[src/rtl/sar_search_pkg.sv]
// sar_search_pkg: shared types and constants for the 16-bit SAR search.
// Holds the FSM state enum, the data width and the sample-count ceiling.
package sar_search_pkg;

   localparam int WIDTH    = 16;
   localparam int MAX_ITER = 17;

   typedef enum logic [1:0] {
      S_IDLE   = 2'd0,
      S_TEST   = 2'd1,
      S_VERIFY = 2'd2,
      S_DONE   = 2'd3
   } state_t;

endpackage

[src/rtl/sar_search16.sv]
// sar_search16: successive-approximation search against an external comparator.
// Ports: clk, reset (sync, high), start; probe to comparator A; cmp_eq/gt/lt
// flags back; busy, done pulse, result, found, error, iter_cnt status.
module sar_search16
   import sar_search_pkg::*;
#(
   parameter int SETTLE = 0,
   parameter int WIDTH  = 16
) (
   input  logic             clk,
   input  logic             reset,
   input  logic             start,
   output logic [WIDTH-1:0] probe,
   input  logic             cmp_eq,
   input  logic             cmp_gt,
   input  logic             cmp_lt,
   output logic             busy,
   output logic             done,
   output logic [WIDTH-1:0] result,
   output logic             found,
   output logic             error,
   output logic [4:0]       iter_cnt
);

   localparam logic [WIDTH-1:0] MSB = WIDTH'(1) << (WIDTH - 1);

   state_t           r_state;
   logic [WIDTH-1:0] r_trial;
   logic [WIDTH-1:0] r_probe;
   logic [WIDTH-1:0] r_result;
   logic [3:0]       r_k;
   logic [1:0]       r_settle;
   logic [4:0]       r_iter;
   logic             r_found;
   logic             r_error;

   logic [WIDTH-1:0] w_bit;
   logic [WIDTH-1:0] w_next;
   logic             w_sample;
   logic             w_onehot;

   assign w_bit    = WIDTH'(1) << r_k;
   // lt means the probe is still below the target, so keep this bit
   assign w_next   = cmp_lt ? (r_trial | w_bit) : r_trial;
   // sample on the last cycle of the 1+SETTLE hold window
   assign w_sample = (r_settle == 2'(SETTLE));
   assign w_onehot = $onehot({cmp_eq, cmp_gt, cmp_lt});

   always_ff @(posedge clk) begin
      if (reset) begin
         r_state  <= S_IDLE;
         r_trial  <= '0;
         r_probe  <= '0;
         r_result <= '0;
         r_k      <= '0;
         r_settle <= '0;
         r_iter   <= '0;
         r_found  <= 1'b0;
         r_error  <= 1'b0;
      end else begin
         unique case (r_state)
            S_IDLE, S_DONE: begin
               if (start) begin
                  r_state  <= S_TEST;
                  r_trial  <= '0;
                  r_probe  <= MSB;
                  r_k      <= 4'd15;
                  r_settle <= '0;
                  r_iter   <= '0;
                  r_found  <= 1'b0;
                  r_error  <= 1'b0;
               end else begin
                  r_state <= S_IDLE;
               end
            end
            S_TEST: begin
               if (!w_sample) begin
                  r_settle <= r_settle + 2'd1;
               end else begin
                  r_settle <= '0;
                  r_iter   <= r_iter + 5'd1;
                  if (!w_onehot) begin
                     r_error  <= 1'b1;
                     r_found  <= 1'b0;
                     r_result <= r_probe;
                     r_state  <= S_DONE;
                  end else if (cmp_eq) begin
                     r_found  <= 1'b1;
                     r_result <= r_probe;
                     r_state  <= S_DONE;
                  end else if (r_k == 4'd0) begin
                     r_trial <= w_next;
                     r_probe <= w_next;
                     r_state <= S_VERIFY;
                  end else begin
                     r_trial <= w_next;
                     r_k     <= r_k - 4'd1;
                     r_probe <= w_next | (w_bit >> 1);
                  end
               end
            end
            S_VERIFY: begin
               if (!w_sample) begin
                  r_settle <= r_settle + 2'd1;
               end else begin
                  r_settle <= '0;
                  r_iter   <= r_iter + 5'd1;
                  r_state  <= S_DONE;
                  if (!w_onehot) begin
                     r_error  <= 1'b1;
                     r_found  <= 1'b0;
                     r_result <= r_probe;
                  end else begin
                     r_found  <= cmp_eq;
                     r_result <= r_trial;
                  end
               end
            end
            default: r_state <= S_IDLE;
         endcase
      end
   end

   assign probe    = r_probe;
   assign result   = r_result;
   assign found    = r_found;
   assign error    = r_error;
   assign iter_cnt = r_iter;
   assign busy     = (r_state == S_TEST) || (r_state == S_VERIFY);
   assign done     = (r_state == S_DONE);

endmodule
[config.mk]
export PLATFORM = sky130hd
export DESIGN_NAME = sar_search16
export DESIGN_NICKNAME = d
export VERILOG_FILES = /design/src/rtl/sar_search_pkg.sv /design/src/rtl/sar_search16.sv
export SDC_FILE = /design/constraint.sdc
export NUM_CORES = 1
export LEC_CHECK = 0
export CORE_UTILIZATION = 53
export DETAILED_ROUTE_END_ITERATION = 12
export PLACE_DENSITY_LB_ADDON = 0.1
export SLEW_MARGIN = 20
export SYNTH_ARGS = -nofsm -noshare
export SYNTH_HDL_FRONTEND = slang
export SYNTH_SLANG_ARGS = --single-unit
[constraint.sdc]
create_clock -name clk -period 2.08 [get_ports clk]
set_input_delay 0.312 -clock clk [delete_from_list [all_inputs] [get_ports clk]]
set_output_delay 0.312 -clock clk [all_outputs]
set_load 0.01 [all_outputs]
Yosys cells after proc, flatten, opt, wreduce, memory -nomap -nowiden

Index checks and enable logic that the tools add are counted.

Shift-type cells: 1
Equal/unequal tests: 14
Bitwise gates (word level): 2
Reduce and logical (&&, ||, !) cells: 15
Add/subtract/negate cells: 5
Multiplexer cells: 47

Operator list:

| cell                 | number |
|---|---|
| $mux 16              | 15 |
| $pmux 16 s2          | 3 |
| $mux 4               | 5 |
| $or 16x15->16        | 1 |
| $or 16x16->16        | 1 |
| $shl 1x4->16 const A | 1 |
| $mux 2               | 7 |
| $ne 2x2->1 const B   | 7 |
| $mux 5               | 2 |
| $pmux 5 s2           | 1 |
| $mux 1               | 9 |
| $pmux 4 s2           | 1 |
| $reduce_and 4->1     | 2 |
| $pmux 2 s3           | 1 |
| $reduce_and 3->1     | 2 |
| $reduce_and 6->1     | 1 |
| $add 5x1->5 const B  | 1 |
| $reduce_and 5->1     | 1 |
| $eq 2x1->1 const B   | 2 |
| $eq 2x2->1 const B   | 2 |
| $logic_not 2->1      | 2 |
| $logic_not 4->1      | 1 |
| $ne 4x4->1 const B   | 1 |
| $pmux 2 s2           | 1 |
| other kinds (12)     | 14 |

Logic and storage cells: 93
Flip-flop bits (word level): 63
Bits of input ports: 6
Output and inout bits: 41

Logic depth before layout (Yosys ltp)

Depth in word-level cells: 9
Gate-level depth with buffers: 8
Depth with buffers taken out: 6

Least setup slack after synthesis

Ideal clock, no wire load.

Path kind: input-to-reg
From: input port cmp_eq
To: register r_probe[10], in the netlist probe[10]
Stages: 7
Path slack: 0.197 ns
Arrival: 1.813 ns
Required time: 2.010 ns
Buffers on the path: 2
Library setup time: 0.070 ns
Cell sequence: fa_1 > and4bb_2 > and3_1 > buf_4 > buf_4 > o21ai_0 > a21oi_1

Longest elaborated chain between the ends: 4
Elaborated cells on any way between the ends: 5
Those cells by class: add/sub: 1; eq/ne: 3; reduce/logical: 1

RTL lines:

| element                               | line               | source |
|---|---|---|
| from (decl)                           | sar_search16.sv:14 | `input logic cmp_eq,` |
| $add 2x1->2 (not written as such)     | sar_search16.sv:47 | `assign w_onehot = $onehot({cmp_eq, cmp_gt, cmp_lt});` |
| $eq 2x1->1                            | sar_search16.sv:47 |  |
| $ne 2x2->1 (no source line)           | n/a                |  |
| $reduce_and 5->1 (no source line) (*) | n/a                |  |
| to (signal assigned)                  | sar_search16.sv:93 | `r_probe <= w_next;` |
| to (signal assigned)                  | sar_search16.sv:98 | `r_probe <= w_next \| (w_bit >> 1);` |
| to (decl)                             | sar_search16.sv:29 | `logic [WIDTH-1:0] r_probe;` |

Every way passes the cells marked *; elsewhere a longest branch is shown, timed or not.
A chain may end at the register's enable or synchronous reset.

Worst setup path after layout

From: input port cmp_gt
To: register r_probe[2], in the netlist probe[2]

Longest elaborated chain between the ends: 5

RTL lines:

| element                           | line               | source |
|---|---|---|
| from (decl)                       | sar_search16.sv:15 | `input logic cmp_gt,` |
| $add 1x1->2 (not written as such) | sar_search16.sv:47 |  |
| $add 2x1->2 (not written as such) | sar_search16.sv:47 |  |
| $eq 2x1->1                        | sar_search16.sv:47 |  |
| $ne 2x2->1 (no source line)       | n/a                |  |
| $reduce_and 5->1 (no source line) | n/a                |  |

No other way between the ends.

==> impl_metrics.tcl <==
set metrics [dict create \
    dp_hpwl_um 4880 \
    synth_seq_cells 63 \
    synth_edf_count 0 \
    max_freq_mhz 499 \
    syn_area_per_cell_um2 8.50 \
    hold_path_class "in2reg" \
    crit_path_end_kind "flip-flop" \
    via_per_inst 5.69 \
    fin_area_um2 3830 \
    power_density_nw_per_um2 1180 \
    min-delay-start "reset" \
    hold_viol_final 0 \
    path_cells "clkdlybuf4s50_1 > fa_2 > and4bb_4 > and3_4 > buf_4 > o21ai_0 > a31oi_1" \
    slew_headroom_pct 41.3 \
    holdBufCountCts 0 \
    cts.sinks 63 \
    setup_viol 0 \
    gr-total-overflow 0 \
    cp_max_fo 7 \
    dieArea_um2 5840 \
    ios 47 \
    synthFlopType "dfxtp_1" \
    pre_cts_slack_ns -0.396 \
    worstRegToRegCells 6 \
    period_needed_ns 2.00 \
    finalHoldWorstSlack_ns 0.336 \
    multiInputGateArea_um2 1570 \
    r2r_start "r_k[0]" \
    core_area_um2 5200 \
    wl_per_cell_um 14.7 \
    vdd_drop_max_mv 0.756 \
    grt_pass1_wl_um 11800 \
    cp-start-kind "primary input" \
    numCtsBuffers 9 \
    min_path_cells 2 \
    worst_slew_pin_slew_ns 0.876 \
    drt-total-wl_um 6900 \
    ys_warn_count 0 \
    remaining_drc_errors 0 \
    ant_nets 0 \
    syn-cell-area_um2 2930 \
    tritoncts "done" \
    placed_cell_area_um2 3520 \
    grt_max_degree 33 \
    drt_first_pass_iters 5 \
    cp_slowest_cell "fa_2" \
    p_leak_nw 1.47 \
    crit_required_ns 2.34 \
    post-route-period-util_pct 96.3 \
    cap_violations 0 \
    crit_buf_inv 2 \
    syn-num-nets 363 \
    stdcell_count 471 \
    finalMaxSlewViolations 0 \
    clock_latency_ns 0.34 \
    synth_cell_types 44 \
    fin_nets 414 \
    num_rows 26 \
    diodes 0 \
    htreeDepth 3 \
    die_h_um 76.4 \
    fillers 400 \
    grt_pass1_vias 2411 \
    synthArstFlopShare_pct 0 \
    place_congestion 0.952 \
    min_to "probe[14]" \
    slowest_delay_ns 0.58 \
    start_util_pct 56.4 \
    synth-seq-area-share_pct 43.0 \
    worstPathArrival_ns 2.26 \
    path_class "in2reg" \
    fin_skew_ns 0.00677 \
    vias 2678 \
    reg2reg_to "r_state[0]" \
    fin_ws_ns 0.0780 \
    die-width_um 76.4 \
    regArea_um2 1260 \
    portBuffers 46 \
    dpl.cell_count 454 \
    critPathTopFamily "adder cells" \
    clk_pin_slew_ns 0.07 \
    grt_usage_pct 25.6 \
    syn_to_final_growth_pct 30.6 \
    clockBufferDepth 2 \
    drive_above_1_share_pct 11.5 \
    root_buffer "clkbuf_8" \
    status "finished, final reports clean" \
    drtIter0Drc 191 \
    antenna_found_initial 0 \
    synth_cells 345 \
    utilization_pct 73.6 \
    reg2reg_slack_ns 0.15 \
]
## through the flow
| step | total power [mW] | setup TNS (ns) |
|---|---|---|
| after floorplan | 2.50 | 0 |
| after global placement | 3.12 | -13.74 |
| after detailed placement | 3.14 | -15.98 |
| after CTS | 4.50 | 0 |
| after global routing | 4.78 | -0.00454 |
| final | 4.51 | 0 |
## Yosys cell counts, drive strengths merged, types with 6 or more instances
library cell  number  share of area (%)
a211oi            19                4.9
a21oi             29                4.9
a31oi              7                1.5
buf               12                2.4
clkbuf            10                1.3
dfxtp             63                 43
ha                11                4.7
inv               11                1.4
mux2i             18                6.1
nand2             39                5.0
nand2b             7                1.5
nand3              6                1.2
nor2              42                5.5
nor3               7                1.2
o21ai             25                4.3
## power by group
part	switching (mW)	internal (mW)	total, mW
Sequential	0.154	1.39	1.55
Combinational	0.860	0.761	1.62
Clock	0.483	0.862	1.34
Total	1.50	3.01	4.51
## worst max path at each step
stage,endpoint,depth (start not counted),start
2_1_floorplan,probe[10],7,cmp_eq
3_3_place_gp,r_trial[13],6,cmp_eq
3_5_place_dp,r_trial[12],6,cmp_eq
4_1_cts,r_trial[12],6,cmp_gt
5_1_grt,probe[2],7,cmp_gt
6_report,probe[2],7,cmp_gt
## state kept, by name (all words and copies together) (netlist names)
signal,count
probe,16
r_trial,16
result,16
iter_cnt,5
r_k,4
r_settle,2
r_state,2
error,1
found,1
## cells in the final DEF (no fill, tap or decap), types with 2 or more instances in the layout
cell,count
nand3b_1,2
nand2b_1,7
dfxtp_1,63
or3_4,2
nor3_1,7
nand2_1,39
nand3_1,5
inv_1,11
dlymetal6s2s_1,2
nor2_1,41
a21oi_1,29
o21ai_0,16
nor2b_1,3
clkbuf_8,11
buf_4,13
mux2i_1,18
xor2_1,3
nand4_1,2
a311oi_1,4
a211oi_1,19
clkdlybuf4s50_1,42
a32o_1,2
buf_12,3
o21ai_1,8
bufinv_16,3
a31oi_1,7
ha_1,10
or3_1,3
## repair_timing
action	4_1_cts	5_1_grt
pin swaps	1	3
gates cloned	0	0
endpoints found under the setup margin	9	49
setup buffers	0	1
gates resized for setup	6	7
## layer usage
metal  global-route usage [%]  vias to the layer above  part of all wire [%]
met3                     4.43                       10                   5.8
met5                        0                        -                     0
met1                     33.6                     1242                    45
met4                     11.2                        0                   1.5
li1                         -                     1324                     -
met2                     41.1                      102                    47
## worst register-to-register path, cell delays in order, from the launching register on
cell and delay (ns):
dfxtp_1 0.39, inv_1 0.14, ha_1 0.35, or3b_4 0.45
a21oi_1 0.24, a2bb2oi_1 0.20, nor2_1 0.05
## area by class of cell
| cell class | instances | area share [%] |
|---|---|---|
| multi-input cells | 249 | 41.0 |
| flip-flops and latches | 63 | 32.9 |
| well taps | 70 | 2.29 |
| clock inverters | 5 | 2.71 |
| repair buffers | 62 | 16.1 |
| clock buffers | 11 | 3.95 |
| inverters | 11 | 1.08 |
## cell families (layout without fill, tap and decap cells)
family,Yosys count,after routing,share of synthesized area [%]
flip-flops,63,63,43.0
AND/OR/NAND/NOR,121,121,19.4
XOR/XNOR,3,3,0.896
adder cells (fa/ha/maj),12,12,5.37
AO/OA/AOI/OAI,94,94,19.7
multiplexers,19,19,6.52
buffers and inverters,33,89,5.07
No activity file was read; power rests on OpenSTA's default activity.
